File: src/rtl/inst_encoder_loader_pkg.sv
// Shared constants for the instruction encoder/loader: class codes, NOP word,
// controller state encodings and the field-level descriptor layout.
package inst_encoder_loader_pkg;

  localparam logic [3:0] CLS_ALU  = 4'b0000;
  localparam logic [3:0] CLS_CMP  = 4'b0010;
  localparam logic [3:0] CLS_SW   = 4'b0101;
  localparam logic [3:0] CLS_BR   = 4'b0110;
  localparam logic [3:0] CLS_ALUI = 4'b1000;
  localparam logic [3:0] CLS_LW   = 4'b1001;
  localparam logic [3:0] CLS_CMPI = 4'b1010;
  localparam logic [3:0] CLS_JAL  = 4'b1011;
  localparam logic [3:0] CLS_NOP  = 4'b1111;

  localparam logic [31:0] NOP_WORD = 32'hF000_0000;

  localparam logic [1:0] ST_IDLE  = 2'd0;
  localparam logic [1:0] ST_RUN   = 2'd1;
  localparam logic [1:0] ST_DRAIN = 2'd2;
  localparam logic [1:0] ST_DONE  = 2'd3;

  typedef struct packed {
    logic [3:0]  cls;
    logic [3:0]  fn;
    logic [3:0]  rd;
    logic [3:0]  rs1;
    logic [3:0]  rs2;
    logic [15:0] imm;
  } desc_t;

  function automatic logic cls_known(input logic [3:0] c);
    case (c)
      CLS_ALU, CLS_CMP, CLS_ALUI, CLS_CMPI, CLS_LW,
      CLS_JAL, CLS_BR, CLS_SW, CLS_NOP: cls_known = 1'b1;
      default:                          cls_known = 1'b0;
    endcase
  endfunction

endpackage

File: src/rtl/inst_encoder_loader_fifo.sv
// Synchronous word FIFO with flush; head is visible combinationally on o_rdata.
module inst_word_fifo #(
  parameter int DEPTH = 4,
  parameter int WIDTH = 32
) (
  input  logic             i_clk,
  input  logic             i_rst_n,
  input  logic             i_flush,
  input  logic             i_push,
  input  logic [WIDTH-1:0] i_wdata,
  input  logic             i_pop,
  output logic [WIDTH-1:0] o_rdata,
  output logic             o_full,
  output logic             o_empty,
  output logic             o_one
);
  localparam int AW = $clog2(DEPTH);

  logic [WIDTH-1:0] r_mem [DEPTH];
  logic [AW-1:0]    r_wp, r_rp;
  logic [AW:0]      r_cnt;
  logic             w_push, w_pop;

  // A pop frees the head slot this cycle, so a push is legal even when full.
  assign w_pop   = i_pop & ~o_empty;
  assign w_push  = i_push & (~o_full | w_pop);
  assign o_full  = (r_cnt == (AW+1)'(DEPTH));
  assign o_empty = (r_cnt == '0);
  assign o_one   = (r_cnt == (AW+1)'(1));
  assign o_rdata = r_mem[r_rp];

  always_ff @(posedge i_clk or negedge i_rst_n) begin
    if (!i_rst_n) begin
      r_wp  <= '0;
      r_rp  <= '0;
      r_cnt <= '0;
    end else if (i_flush) begin
      r_wp  <= '0;
      r_rp  <= '0;
      r_cnt <= '0;
    end else begin
      if (w_push) r_wp <= r_wp + AW'(1);
      if (w_pop)  r_rp <= r_rp + AW'(1);
      r_cnt <= r_cnt + (AW+1)'(w_push) - (AW+1)'(w_pop);
    end
  end

  always_ff @(posedge i_clk) begin
    if (w_push && !i_flush) r_mem[r_wp] <= i_wdata;
  end

endmodule

File: src/rtl/inst_encoder_loader.sv
// Encodes instruction descriptors into 32-bit ISA words and streams them into
// instruction memory at sequential addresses starting from a programmable base.
module inst_encoder_loader
  import inst_encoder_loader_pkg::*;
#(
  parameter int ADDR_W     = 10,
  parameter int FIFO_DEPTH = 4
) (
  input  logic              i_clk,
  input  logic              i_reset_n,
  input  logic              i_start,
  input  logic [ADDR_W-1:0] i_base_addr,
  input  logic              i_finish,
  input  logic              i_in_valid,
  output logic              o_in_ready,
  input  logic [3:0]        i_in_class,
  input  logic [3:0]        i_in_fn,
  input  logic [3:0]        i_in_rd,
  input  logic [3:0]        i_in_rs1,
  input  logic [3:0]        i_in_rs2,
  input  logic [15:0]       i_in_imm,
  output logic              o_mem_wr_en,
  input  logic              i_mem_wr_ready,
  output logic [ADDR_W-1:0] o_mem_addr,
  output logic [31:0]       o_mem_wr_data,
  output logic              o_done,
  output logic              o_err_illegal,
  output logic              o_wrapped
);

  function automatic logic [31:0] encode(input desc_t d);
    case (d.cls)
      CLS_ALU, CLS_CMP:                    encode = {d.cls, d.fn, d.rd, d.rs1, d.rs2, 12'h000};
      CLS_ALUI, CLS_CMPI, CLS_LW, CLS_JAL: encode = {d.cls, d.fn, d.rd, d.rs1, d.imm};
      CLS_BR, CLS_SW:                      encode = {d.cls, d.fn, d.rs1, d.rs2, d.imm};
      default:                             encode = NOP_WORD;
    endcase
  endfunction

  logic [1:0]        r_state;
  logic [ADDR_W-1:0] r_addr;
  logic              r_err, r_wrap;
  desc_t             w_desc;
  logic [31:0]       w_head;
  logic              w_full, w_empty, w_one, w_accept, w_wr_en, w_pop;

  assign w_desc   = {i_in_class, i_in_fn, i_in_rd, i_in_rs1, i_in_rs2, i_in_imm};
  assign w_accept = i_in_valid & o_in_ready;
  assign w_wr_en  = ((r_state == ST_RUN) | (r_state == ST_DRAIN)) & ~w_empty;
  assign w_pop    = w_wr_en & i_mem_wr_ready;

  inst_word_fifo #(.DEPTH(FIFO_DEPTH), .WIDTH(32)) u_fifo (
    .i_clk   (i_clk),
    .i_rst_n (i_reset_n),
    .i_flush (i_start),
    .i_push  (w_accept),
    .i_wdata (encode(w_desc)),
    .i_pop   (w_pop),
    .o_rdata (w_head),
    .o_full  (w_full),
    .o_empty (w_empty),
    .o_one   (w_one)
  );

  assign o_in_ready    = (r_state == ST_RUN) & ~w_full;
  assign o_mem_wr_en   = w_wr_en;
  assign o_mem_addr    = r_addr;
  assign o_mem_wr_data = w_wr_en ? w_head : 32'h0;
  assign o_done        = (r_state == ST_DONE);
  assign o_err_illegal = r_err;
  assign o_wrapped     = r_wrap;

  always_ff @(posedge i_clk or negedge i_reset_n) begin
    if (!i_reset_n) begin
      r_state <= ST_IDLE;
      r_addr  <= '0;
      r_err   <= 1'b0;
      r_wrap  <= 1'b0;
    end else if (i_start) begin
      r_state <= ST_RUN;
      r_addr  <= i_base_addr;
      r_err   <= 1'b0;
      r_wrap  <= 1'b0;
    end else begin
      if (w_pop) begin
        r_addr <= r_addr + {{(ADDR_W-1){1'b0}}, 1'b1};
        if (&r_addr) r_wrap <= 1'b1;
      end
      if (w_accept && !cls_known(i_in_class)) r_err <= 1'b1;
      // Leave DRAIN on the edge that retires the last word so done follows it directly.
      case (r_state)
        ST_RUN:   if (i_finish) r_state <= ST_DRAIN;
        ST_DRAIN: if (w_empty || (w_pop && w_one)) r_state <= ST_DONE;
        ST_DONE:  r_state <= ST_IDLE;
        default:  r_state <= ST_IDLE;
      endcase
    end
  end

endmodule
File: config.mk
export PLATFORM = sky130hd
export DESIGN_NAME = inst_encoder_loader
export DESIGN_NICKNAME = d
export VERILOG_FILES = /design/src/rtl/inst_encoder_loader_pkg.sv /design/src/rtl/inst_encoder_loader_fifo.sv /design/src/rtl/inst_encoder_loader.sv
export SDC_FILE = /design/constraint.sdc
export NUM_CORES = 1
export LEC_CHECK = 0
export ABC_CLOCK_PERIOD_IN_PS = 3000
export CAP_MARGIN = 20
export CORE_MARGIN = 4
export CORE_UTILIZATION = 49
export CTS_CLUSTER_DIAMETER = 60
export DETAILED_ROUTE_END_ITERATION = 8
export PLACE_DENSITY = 0.76
export SYNTH_ARGS = -nofsm -noshare
export SYNTH_HDL_FRONTEND = slang
export SYNTH_HIERARCHICAL = 1
export SYNTH_SLANG_ARGS = --single-unit
File: constraint.sdc
create_clock -name i_clk -period 3 [get_ports i_clk]
set_input_delay 0.6 -clock i_clk [delete_from_list [all_inputs] [get_ports i_clk]]
set_output_delay 0.6 -clock i_clk [all_outputs]
set_load 0.02 [all_outputs]
Word-level counts from Yosys, hierarchy flattened
Memories as Yosys holds them, arrays and structs flattened.
Cells that the tools add are included.
{ "op_classes": {"mux": 21, "add_sub_neg": 5, "n_bitwise": 10, "eq_ne": 14, "n_reduce_logical": 19} }
{ "op_table": {"columns": ["op", "count"], "rows": [
  ["$pmux W32 S3", 1],
  ["$mux W32", 1],
  ["$mux W10", 2],
  ["$eq A4 B4 Y1 const B", 4],
  ["$mux W2", 7],
  ["$add A10 B1 Y10 const B", 1],
  ["$reduce_and A10 Y1", 1],
  ["$reduce_bool A2 Y1", 5],
  ["$eq A4 B3 Y1 const B", 2],
  ["$mux W1", 8],
  ["$and A1 B1 Y1", 6],
  ["$add A2 B1 Y2 const B", 2],
  ["$eq A2 B2 Y1 const B", 2],
  ["$eq A4 B2 Y1 const B", 1],
  ["$logic_not A4 Y1", 1],
  ["$pmux W2 S2", 1],
  ["$reduce_and A2 Y1", 2],
  ["$reduce_or A2 Y1", 2],
  ["$reduce_or A4 Y1", 1],
  ["$add A3 B1 Y3", 1],
  ["$eq A3 B1 Y1 const B", 1],
  ["$eq A3 B3 Y1 const B", 1],
  ["$logic_and A1 B1 Y1", 3],
  ["$logic_not A3 Y1", 1],
  ["other kinds (9)", 12]
]} }
{ "totals": {"out_inout_bits": 47, "wordCells": 78, "ff_bits": 21, "mem_count": 2, "ram_bits": 128, "input_bits": 52, "mem_bits_ro": 16} }
{ "mem_list": {"columns": ["memory", "words", "word_bits", "read_ports", "rd_ports_with_merged_regs", "wr", "line_no", "source"], "rows": [
  ["u_fifo.r_mem", 4, 32, 1, 0, 1, "inst_encoder_loader_fifo.sv:19", "logic [WIDTH-1:0] r_mem [DEPTH];"],
  ["(no name shown)", 16, 1, 1, 0, 0, "inst_encoder_loader_pkg.sv:32", "case (c)"]
]} }

Logic depth before layout (Yosys ltp)
Gate-level depths: netlist (run 1).
{ "depth": {"word_depth": 10, "mapped_depth": 12, "depth_no_buf": 12} }

Modules after synthesis
Netlist (run 1), hierarchy kept.
{ "modules_own_cells": {"columns": ["mod", "seq_area_each_um2", "cells_each", "area_each_um2", "n_inst"], "rows": [
  ["inst_word_fifo", 4018.9, 215, 5121.2, 1],
  ["inst_encoder_loader", 350.3, 177, 1430.1, 1]
]} }

Worst setup path after synthesis (run 1)
Ideal clock, no wire load.
{ "synth_path": {"kind": "reg2reg", "startpoint": "register r_state[0]", "endpoint": "memory u_fifo.r_mem[1][0], enable pin", "arrival_time_ps": 2501, "stages_incl_launch_ff": 8, "period_less_slack_ps": 2893, "t_required_ps": 2608, "setup_ps": 392, "setup_slack_ps": 107, "n_path_buf": 0, "path_cell_list": "dfrtp_1 -> inv_1 -> ha_1 -> or3b_4 -> inv_2 -> nor4b_4 -> nor3b_1 -> and2_1"} }
{ "synth_between": {"elab_chain_cells": 10, "elab_cells_between_ends": 13, "classes_between": "2 x eq/ne; 2 x mux; 8 x bitwise; 1 x reduce/logical"} }
{ "synth_rtl": {"columns": ["item", "line_no", "source"], "rows": [
  ["from (decl)", "inst_encoder_loader.sv:40", "logic [1:0] r_state;"],
  ["from (signal assigned)", "inst_encoder_loader.sv:75", "r_state <= ST_IDLE;"],
  ["from (signal assigned)", "inst_encoder_loader.sv:80", "r_state <= ST_RUN;"],
  ["from (signal assigned)", "inst_encoder_loader.sv:92", "ST_RUN: if (i_finish) r_state <= ST_DRAIN;"],
  ["$eq A2 B1 Y1 or $eq A2 B2 Y1 (tied branches)", "inst_encoder_loader.sv:49", "assign w_wr_en = ((r_state == ST_RUN) | (r_state == ST_DRAIN)) & ~w_empty;"],
  ["$or A1 B1 Y1 (*)", "inst_encoder_loader.sv:49", null],
  ["$and A1 B1 Y1 (*)", "inst_encoder_loader.sv:49", null],
  ["$and A1 B1 Y1 (*)", "inst_encoder_loader.sv:50", "assign w_pop = w_wr_en & i_mem_wr_ready;"],
  ["net w_pop", "inst_encoder_loader.sv:45", "logic w_full, w_empty, w_one, w_accept, w_wr_en, w_pop;"],
  ["$and A1 B1 Y1 (*)", "inst_encoder_loader_fifo.sv:25", "assign w_pop = i_pop & ~o_empty;"],
  ["$or A1 B1 Y1 (*)", "inst_encoder_loader_fifo.sv:26", "assign w_push = i_push & (~o_full | w_pop);"],
  ["$and A1 B1 Y1 (*)", "inst_encoder_loader_fifo.sv:26", null],
  ["$logic_and A1 B1 Y1 (*)", "inst_encoder_loader_fifo.sv:49", "if (w_push && !i_flush) r_mem[r_wp] <= i_wdata;"],
  ["$mux W1 (*)", "inst_encoder_loader_fifo.sv:49", null],
  ["$mux W1 (not written as such) (*)", "inst_encoder_loader_fifo.sv:49", null],
  ["to (decl)", "inst_encoder_loader_fifo.sv:19", null]
]} }
Mark *: on every way through the listed nets, which the timed path passes. The rest lies on a longest branch.

Final worst setup path (run 1)
{ "layout_path": {"startpoint": "register r_state[0]", "endpoint": "output port o_mem_wr_en"} }
{ "layout_between": {"elab_chain_cells": 3, "elab_cells_between_ends": 4, "classes_between": "2 x eq/ne; 2 x bitwise"} }
{ "layout_rtl": {"columns": ["item", "line_no", "source"], "rows": [
  ["$eq A2 B1 Y1 or $eq A2 B2 Y1 (tied branches)", "inst_encoder_loader.sv:49", null],
  ["$or A1 B1 Y1 (*)", "inst_encoder_loader.sv:49", null],
  ["$and A1 B1 Y1 (*)", "inst_encoder_loader.sv:49", null],
  ["to (decl)", "inst_encoder_loader.sv:22", "output logic o_mem_wr_en,"]
]} }
Mark *: on every way between the ends. The rest lies on a longest branch, timed or not.

==> results of run 1 <==
## power by group through the flow
stage | logic [mW] | registers (mW) | clock network, mW
2_1_floorplan | 0.851 | 2.53 | 0
3_3_place_gp | 1.50 | 2.52 | 0
3_5_place_dp | 1.52 | 2.53 | 0
4_1_cts | 1.44 | 2.49 | 2.21
5_1_grt | 1.54 | 2.50 | 2.29
6_report | 1.41 | 2.49 | 2.17
## flip-flops by register name (all words and copies together) (netlist names)
signal         cells
o_err_illegal      1
o_wrapped          1
o_mem_addr        10
u_fifo/r_mem     128
r_state            2
u_fifo/r_cnt       3
u_fifo/r_rp        2
u_fifo/r_wp        2
## cell families after synthesis
family          count (synthesis)  synth area share (%)
mux                            38                  12.1
fa+ha+maj                      14                  2.79
simple gates                  111                  10.4
xor+xnor                       14                  1.87
compound gates                 36                  3.93
flops                         149                  66.7
buf+inv                        30                  2.25
## area by class of cell
cell class | instances | area, µm² | area share [%]
multi-input combinational | 213 | 2040 | 24.0
inverter | 12 | 45.0 | 0.530
sequential | 149 | 4370 | 51.5
timing repair buffer | 123 | 1210 | 14.2
clock inverter | 13 | 183 | 2.15
tap | 172 | 215 | 2.53
clock buffer | 18 | 429 | 5.05
## worst max-delay path: cells and delay by family, from the launching register on
kind | cells | cell delay (ns)
DFF | 1 | 0.39
adders and majority gates | 1 | 0.36
buffers and inverters | 3 | 0.89
and+or+nand+nor | 1 | 0.21
## per-stage QoR
step	cell area (µm²)	utilization [%]	hold slack, ns	cells	power (mW)
2_1_floorplan	6550	-	0.304	392	3.38
3_3_place_gp	7920	61.5	0.503	669	4.02
3_5_place_dp	7920	61.5	0.512	669	4.05
4_1_cts	8490	66.0	0.522	700	6.14
5_1_grt	8490	66.0	0.551	700	6.34
6_report	8490	66.0	0.524	700	6.07
## worst max path at each step
stage / startpoint / to / slack (ns)
2_1_floorplan: r_state[0] / u_fifo/r_mem[1][0] / 0.11
6_report: r_state[0] / o_mem_wr_en / 0.12
3_3_place_gp: i_mem_wr_ready / u_fifo/r_cnt[2] / 0.12
4_1_cts: r_state[0] / o_mem_wr_en / 0.10
3_5_place_dp: i_mem_wr_ready / u_fifo/r_cnt[2] / 0.08
5_1_grt: r_state[0] / o_mem_wr_en / 0.02
## synthesized netlist by cell type (7+ instances only)
| library cell | instances |
|---|---|
| a22o_1 | 12 |
| and2_1 | 53 |
| buf_2 | 7 |
| clkbuf_1 | 7 |
| dfrtp_1 | 21 |
| edfxtp_1 | 128 |
| ha_1 | 13 |
| inv_1 | 11 |
| mux4_2 | 32 |
| nand2_1 | 13 |
| nor2_1 | 13 |
| nor3_1 | 7 |
| o21ai_1 | 9 |
| xor2_1 | 8 |
## layout by cell type, fill, tap and decap left out, drive strengths merged, types with 3 or more instances in the layout
cell           synthesis  final
bufinv                 0      4
inv                   12     13
nor2                  13     13
and2                  53     53
edfxtp               128    128
xor2                   8      8
buf                   11     25
mux2                   4      4
o21ai                 11     11
a22o                  12     12
clkinvlp               0      3
clkdlybuf4s50          0     66
dfrtp                 21     21
nor3                   7      7
ha                    13     13
nand2b                 3      3
dlygate4sd2            0     32
nor2b                  5      5
clkbuf                 7     18
xnor2                  6      6
nand2                 13     13
nor3b                  5      5
mux4                  32     32
clkinv                 0      5
## metal layers
layer,vias to the layer above,wire length (µm),share of wire [%]
li1,1737,-,-
met4,0,309,2.4
met5,-,0,0
met2,139,6530,50
met3,24,902,6.9
met1,1794,5330,41
==> reports/metrics.cfg, run 1 <==
[status]
outcome = completed

[clock_tree]
ctsHoldBuffers = 0
path_clk_slew_ns = 0.06
cts-root-buf = clkbuf_16
htreeDepth = 4
cts_buffers = 17
postCtsSetupBuffers = 0
clkSinkCount = 149
clk-insertion-delay-late_ns = 0.42
post_cts_resized = 33
clockBufferDepth = 2
tritoncts = done

[worst_hold_path]
holdPathEnd = o_wrapped
hold_path_class = register to register
hold_depth = 2
hold_start = o_wrapped

[pwr]
clkPwrFrac_pct = 35.8
power_switching_mw = 1.61
p_leak_nw = 3.13
p_int_mw = 4.46
p_per_area_mw_per_mm2 = 714
seq_power_share_pct = 41.0
comb_power_share_pct = 23.2
vdd_ir_drop_max_mv = 0.519
switching_share_pct = 26.5

[floorplan]
initial_core_util_pct = 50.9
io_pins = 99
rows = 41
die_height_um = 124
dieArea_mm2 = 0.0153
die_w_um = 124
coreArea_mm2 = 0.0129

[synth]
ys_types = 46
ys_async_sr_fraction_pct = 14.1
synth.area.top_cells = edfxtp_1 59%, mux4_2 11%, dfrtp_1 8.0%, and2_1 5.1%, ha_1 2.5%
ys_seq_area_share_pct = 66.7
postSynthCellCount = 392
synth_edf_count = 128
syn-cell-area_mm2 = 0.00655
synth_top_area_cell = edfxtp_1
yosys.area.top_type_share_pct = 58.7
synth_nets = 458
synth_ff_type = edfxtp_1
ys_ff_latch = 149
avgSynthCellArea_um2 = 16.7
ys.warnings.count = 6

[timing]
worst_slew_pin_slew_ns = 0.380
tns_ns = 0
fin_crit_ns = 2.88
grt_setup_unrepaired = no
hold_viol = 0
slew_headroom_pct = 74.3
finalClockSkew_ns = 0.0160
setup_viol = 0
min_period_over_period_pct = 95.9
fin_ws_ns = 0.124
max_freq_ghz = 0.348
drv_slew = 0

[cells_and_area]
drive_above_1_share_pct = 19.7
antennaDiodeCount = 0
num-fill-cells = 932
final_nets = 582
areaGrowthSynthToFinish_pct = 29.6

[critical_path]
worstPathCellList = inv_1 -> ha_1 -> nor2_2 -> buf_4 -> clkdlybuf4s50_1
ff2ff_setup_slack_ns = 0.35
cp_slowest_stage_delay_ns = 0.62
crit_path_end_kind = output port
reg2reg_depth = 12
r2r-end = u_fifo/r_cnt[2]
critical_path_class = register to output port
critPathLaunchType = register
crit_required_ns = 2.40
arrival_ns = 2.28
cp_max_fo = 11
reg2reg_from = r_state[0]
crit_slowest_cell = clkdlybuf4s50_1

[detailed_routing]
wl_per_cell_um = 18.7
drcViolationCount = 0
vias = 3694
wl_mm = 13.1
drtPass1Iterations = 4
drt_iter0_drc = 243
ant_nets = 0
post_drt_via_cell_ratio = 5.28

[global_route]
grtUsageMet3_pct = 5.22
grt_max_degree = 32
gr-total-overflow = 0
grt_util_met1_pct = 22.8
grt_busiest_layer = met2
grt_pass1_vias = 3962
use_met2_pct = 30.1
grt_usage_pct = 18.2
antenna_found_initial = 0
grt_pass1_wl_mm = 20.5

[placement]
port_buffers = 98
gp_congestion = 0.793
place_ws_ns = 0.0826
dp_hpwl_mm = 8.64

[run]
drv_cap = 0

Note: power is estimated with default switching activity, not from simulation.
==> run 2, diff against run 1 <==
--- a/config.mk
+++ b/config.mk
@@ -5,7 +5,6 @@
 export SDC_FILE = /design/constraint.sdc
 export NUM_CORES = 1
 export LEC_CHECK = 0
-export ABC_CLOCK_PERIOD_IN_PS = 3000
 export CAP_MARGIN = 20
 export CORE_MARGIN = 4
 export CORE_UTILIZATION = 49
@@ -14,5 +13,4 @@
 export PLACE_DENSITY = 0.76
 export SYNTH_ARGS = -nofsm -noshare
 export SYNTH_HDL_FRONTEND = slang
-export SYNTH_HIERARCHICAL = 1
 export SYNTH_SLANG_ARGS = --single-unit
==> run 2 against run 1 <==
Non-clock buffer count decreased by 3; via count is 2.3% higher; register-to-register slack improved by 0.28 ns; global-route usage increased by 0.56 points; cell count decreased by 0.57%; synthesized area down 1.4%; combinational power grew 39%; die area shrank 1.3%; clock skew down 0.0033 ns; critical endpoint unchanged; largest cell class unchanged; largest power group unchanged.
==> reports/metrics.cfg, run 2 <==
[detailed_routing]
drt_iter0_drc = 318  ; was 243
post_drt_via_cell_ratio = 5.43  ; was 5.28
drtPass1Iterations = 4  ; unchanged
wl_per_cell_um = 19.1  ; was 18.7 µm
wl_mm = 13.3  ; was 13.1 mm
wl_met2_mm = 6.48  ; was 6.53 mm
vias = 3780  ; was 3694
drcViolationCount = 0  ; unchanged
wl_met1_mm = 5.80  ; was 5.33 mm
highest_layer = met4  ; unchanged
route.met3.wl_um = 813  ; was 902 µm
ant_nets = 0  ; unchanged

[cells_and_area]
final_common_cell = edfxtp_1  ; unchanged
antennaDiodeCount = 0  ; unchanged
final_cell_mix = 128 x edfxtp_1, 66 x clkdlybuf4s50_1, 48 x and2_1  ; was 128 x edfxtp_1, 66 x clkdlybuf4s50_1, 49 x and2_1
largest_reg_flops = 128  ; unchanged
num-fill-cells = 899  ; was 932
areaGrowthSynthToFinish_pct = 30.6  ; was 29.6%
drive_above_1_share_pct = 18.5  ; was 19.7%
regMostFlops = u_fifo.r_mem  ; was u_fifo/r_mem
instances_no_fill = 696  ; was 700
final_nets = 578  ; was 582

[critical_path]
cp_max_fo = 12  ; was 11
worstPathCellList = inv_1 -> ha_1 -> nor2_2 -> buf_4 -> clkdlybuf4s50_1  ; unchanged
critical_path_class = register to output port  ; unchanged
crit_slowest_cell = clkdlybuf4s50_1  ; unchanged
critical-path-top-delay-family = buffers and inverters  ; unchanged
crit_required_ns = 2.40  ; about the same
path_buf_inv = 3  ; unchanged
crit_start = r_state[0]  ; unchanged
reg2reg_from = r_state[0]  ; unchanged
critPathLaunchType = register  ; unchanged
arrival_ns = 2.24  ; was 2.28 ns
crit_path_end_kind = output port  ; unchanged
cp_slowest_stage_delay_ns = 0.62  ; about the same

[run]
drv_cap = 0  ; unchanged

[synth]
postSynthCellCount = 389  ; was 392
netlist_top_cells_count = 128 x edfxtp_1, 52 x and2_1, 32 x mux4_2  ; was 128 x edfxtp_1, 53 x and2_1, 32 x mux4_2
avgSynthCellArea_um2 = 16.6  ; was 16.7 µm²
ys_async_sr_fraction_pct = 14.1  ; unchanged
synth.most_common_cell = edfxtp_1  ; unchanged
ys_seq_area_share_pct = 67.6  ; was 66.7%
synth_nets = 456  ; was 458
syn-cell-area_mm2 = 0.00646  ; was 0.00655 mm²
ys_ff_latch = 149  ; unchanged
synth_ff_type = edfxtp_1  ; unchanged
synth.area.top_cells = edfxtp_1 60%, mux4_2 11%, dfrtp_1 8.1%, and2_1 5.0%, ha_1 2.7%  ; was edfxtp_1 59%, mux4_2 11%, dfrtp_1 8.0%, and2_1 5.1%, ha_1 2.5%
ys.warnings.count = 0  ; was 6
synth_top_area_cell = edfxtp_1  ; unchanged
yosys.area.top_type_share_pct = 59.5  ; was 58.7%
synth_edf_count = 128  ; unchanged
ys_types = 41  ; was 46

[global_route]
grt_max_degree = 32  ; unchanged
gr-total-overflow = 0  ; unchanged
grt_pass1_vias = 3995  ; was 3962
grt_usage_pct = 18.8  ; was 18.2%
grt_pass1_wl_mm = 21.0  ; was 20.5 mm
antenna_found_initial = 0  ; unchanged

[pwr]
switching_share_pct = 28.8  ; was 26.5%
comb_power_share_pct = 29.9  ; was 23.2%
vdd_ir_drop_max_mv = 0.388  ; was 0.519 mV
p_per_area_mw_per_mm2 = 780  ; was 714 mW/mm²
seq_power_share_pct = 38.3  ; was 41.0%
power_switching_mw = 1.89  ; was 1.61 mW
clkPwrFrac_pct = 31.9  ; was 35.8%
p_leak_nw = 3.33  ; was 3.13 nW
p_int_mw = 4.69  ; was 4.46 mW

[clock_tree]
cts_buffers = 17  ; unchanged
clkSinkCount = 149  ; unchanged
htreeDepth = 4  ; unchanged
ctsHoldBuffers = 0  ; unchanged
clk-insertion-delay-late_ns = 0.41  ; was 0.42 ns
cts-root-buf = clkbuf_16  ; unchanged
path_clk_slew_ns = 0.06  ; about the same
tritoncts = done  ; unchanged
clockBufferDepth = 2  ; unchanged

[floorplan]
dieArea_mm2 = 0.0151  ; was 0.0153 mm²
io_pins = 99  ; unchanged
initial_core_util_pct = 50.6  ; was 50.9%
rows = 41  ; unchanged
die_w_um = 123  ; was 124 µm
die_height_um = 123  ; was 124 µm
coreArea_mm2 = 0.0128  ; was 0.0129 mm²

[timing]
max_freq_ghz = 0.352  ; was 0.348 GHz
fin_crit_ns = 2.84  ; was 2.88 ns
worst_slew_pin_slew_ns = 0.703  ; was 0.380 ns
slew_headroom_pct = 52.8  ; was 74.3%
finalClockSkew_ns = 0.0127  ; was 0.0160 ns
hold_viol = 0  ; unchanged
setup_viol = 0  ; unchanged
drv_slew = 0  ; unchanged
grt_setup_unrepaired = no  ; unchanged
tns_ns = 0  ; unchanged
min_period_over_period_pct = 94.8  ; was 95.9%

[placement]
port_buffers = 98  ; unchanged
dp_hpwl_mm = 8.65  ; was 8.64 mm
gp_congestion = 0.790  ; was 0.793
placedCellCount = 664  ; was 669

[worst_hold_path]
hold_path_class = input port to async pin  ; was register to register

[status]
outcome = completed  ; unchanged

==> run 2: changes by cell type after synthesis, moves of 4 or more <==
| cell | delta |
|---|---|
| xor2_1 | -6 |
| o21ai_0 | +6 |
| nor2_1 | +4 |
| xnor2_1 | +6 |
| clkbuf_1 | +4 |
| o21ai_1 | -7 |
==> run 2: worst reg2reg max path, delay by kind of cell, from the launching register on <==
kind                       cells  cell delay, ns
adders and majority gates      4            1.12
xor gates and xnor gates       1            0.16
DFF                            1            0.38
and+or+nand+nor                3            0.43
buffers and inverters          3            0.17
==> run 2: per-stage QoR <==
step	area, µm²	total power, mW	setup WS (ns)	utilization, %	hold WS [ns]
3_3_place_gp	7790	4.57	0.0557	61.0	0.481
5_1_grt	8430	6.91	0.0342	66.0	0.555
3_5_place_dp	7800	4.62	0.269	61.0	0.521
2_1_floorplan	6460	3.75	0.709	-	0.304
4_1_cts	8380	6.68	0.00688	65.6	0.528
6_report	8430	6.58	0.156	66.0	0.529
==> run 2: final timing paths <==
path | to | cells past startpoint | slack, ns
worst max-delay path | o_mem_wr_en | 5 | 0.16
worst min-delay path | o_mem_addr[5] | 2 | 0.53
worst max register to register | u_fifo.r_cnt[2] | 11 | 0.63
worst min register to register | o_err_illegal | 2 | 0.54
max in group asynchronous | u_fifo.r_rp[0] | 2 | 2.23
min in group i_clk | o_err_illegal | 2 | 0.54
==> run 2: power by group through the flow <==
stage | registers (mW) | logic, mW | clock network (mW)
floorplan | 2.56 | 1.20 | 0
CTS | 2.52 | 2.03 | 2.13
global placement | 2.55 | 2.02 | 0
finish | 2.52 | 1.96 | 2.10
global route | 2.53 | 2.15 | 2.23
detailed placement | 2.56 | 2.06 | 0
==> run 2: logic make-up (layout without fill, tap and decap cells) <==
logic type,count (synthesis),in the layout,synth area share [%]
DFF,149,149,67.6
and+or+nand+nor,108,108,9.42
AOI/OAI and AO/OA,37,37,4.34
muxes,36,36,11.8
buffers and inverters,30,165,1.86
adders and majority gates,15,15,3.02
xor gates and xnor gates,14,14,1.90
==> run 2: area by class of cell <==
class | count | area (µm²) | share of cell area, %
Clock buffer | 18 | 429 | 5.09
Clock inverter | 14 | 161 | 1.91
Inverter | 13 | 48.8 | 0.579
Multi-Input combinational cell | 210 | 1980 | 23.4
Sequential cell | 149 | 4370 | 51.8
Tap cell | 172 | 215 | 2.55
Timing Repair Buffer | 120 | 1230 | 14.6
==> run 2: what timing repair did <==
| item | 4_1_cts | 5_1_grt |
|---|---|---|
| endpoints found under the setup margin | 16 | 22 |
| setup buffers | 0 | 0 |
| cloned | 0 | 0 |
| gates resized for setup | 11 | 22 |
| endpoints found under the hold margin | 0 | 0 |
==> run 2: routing by layer <==
layer	vias up	track usage, %
met5	-	0
met4	0	6.37
met3	16	5.76
met2	126	29.7
met1	1908	25.0
li1	1730	-
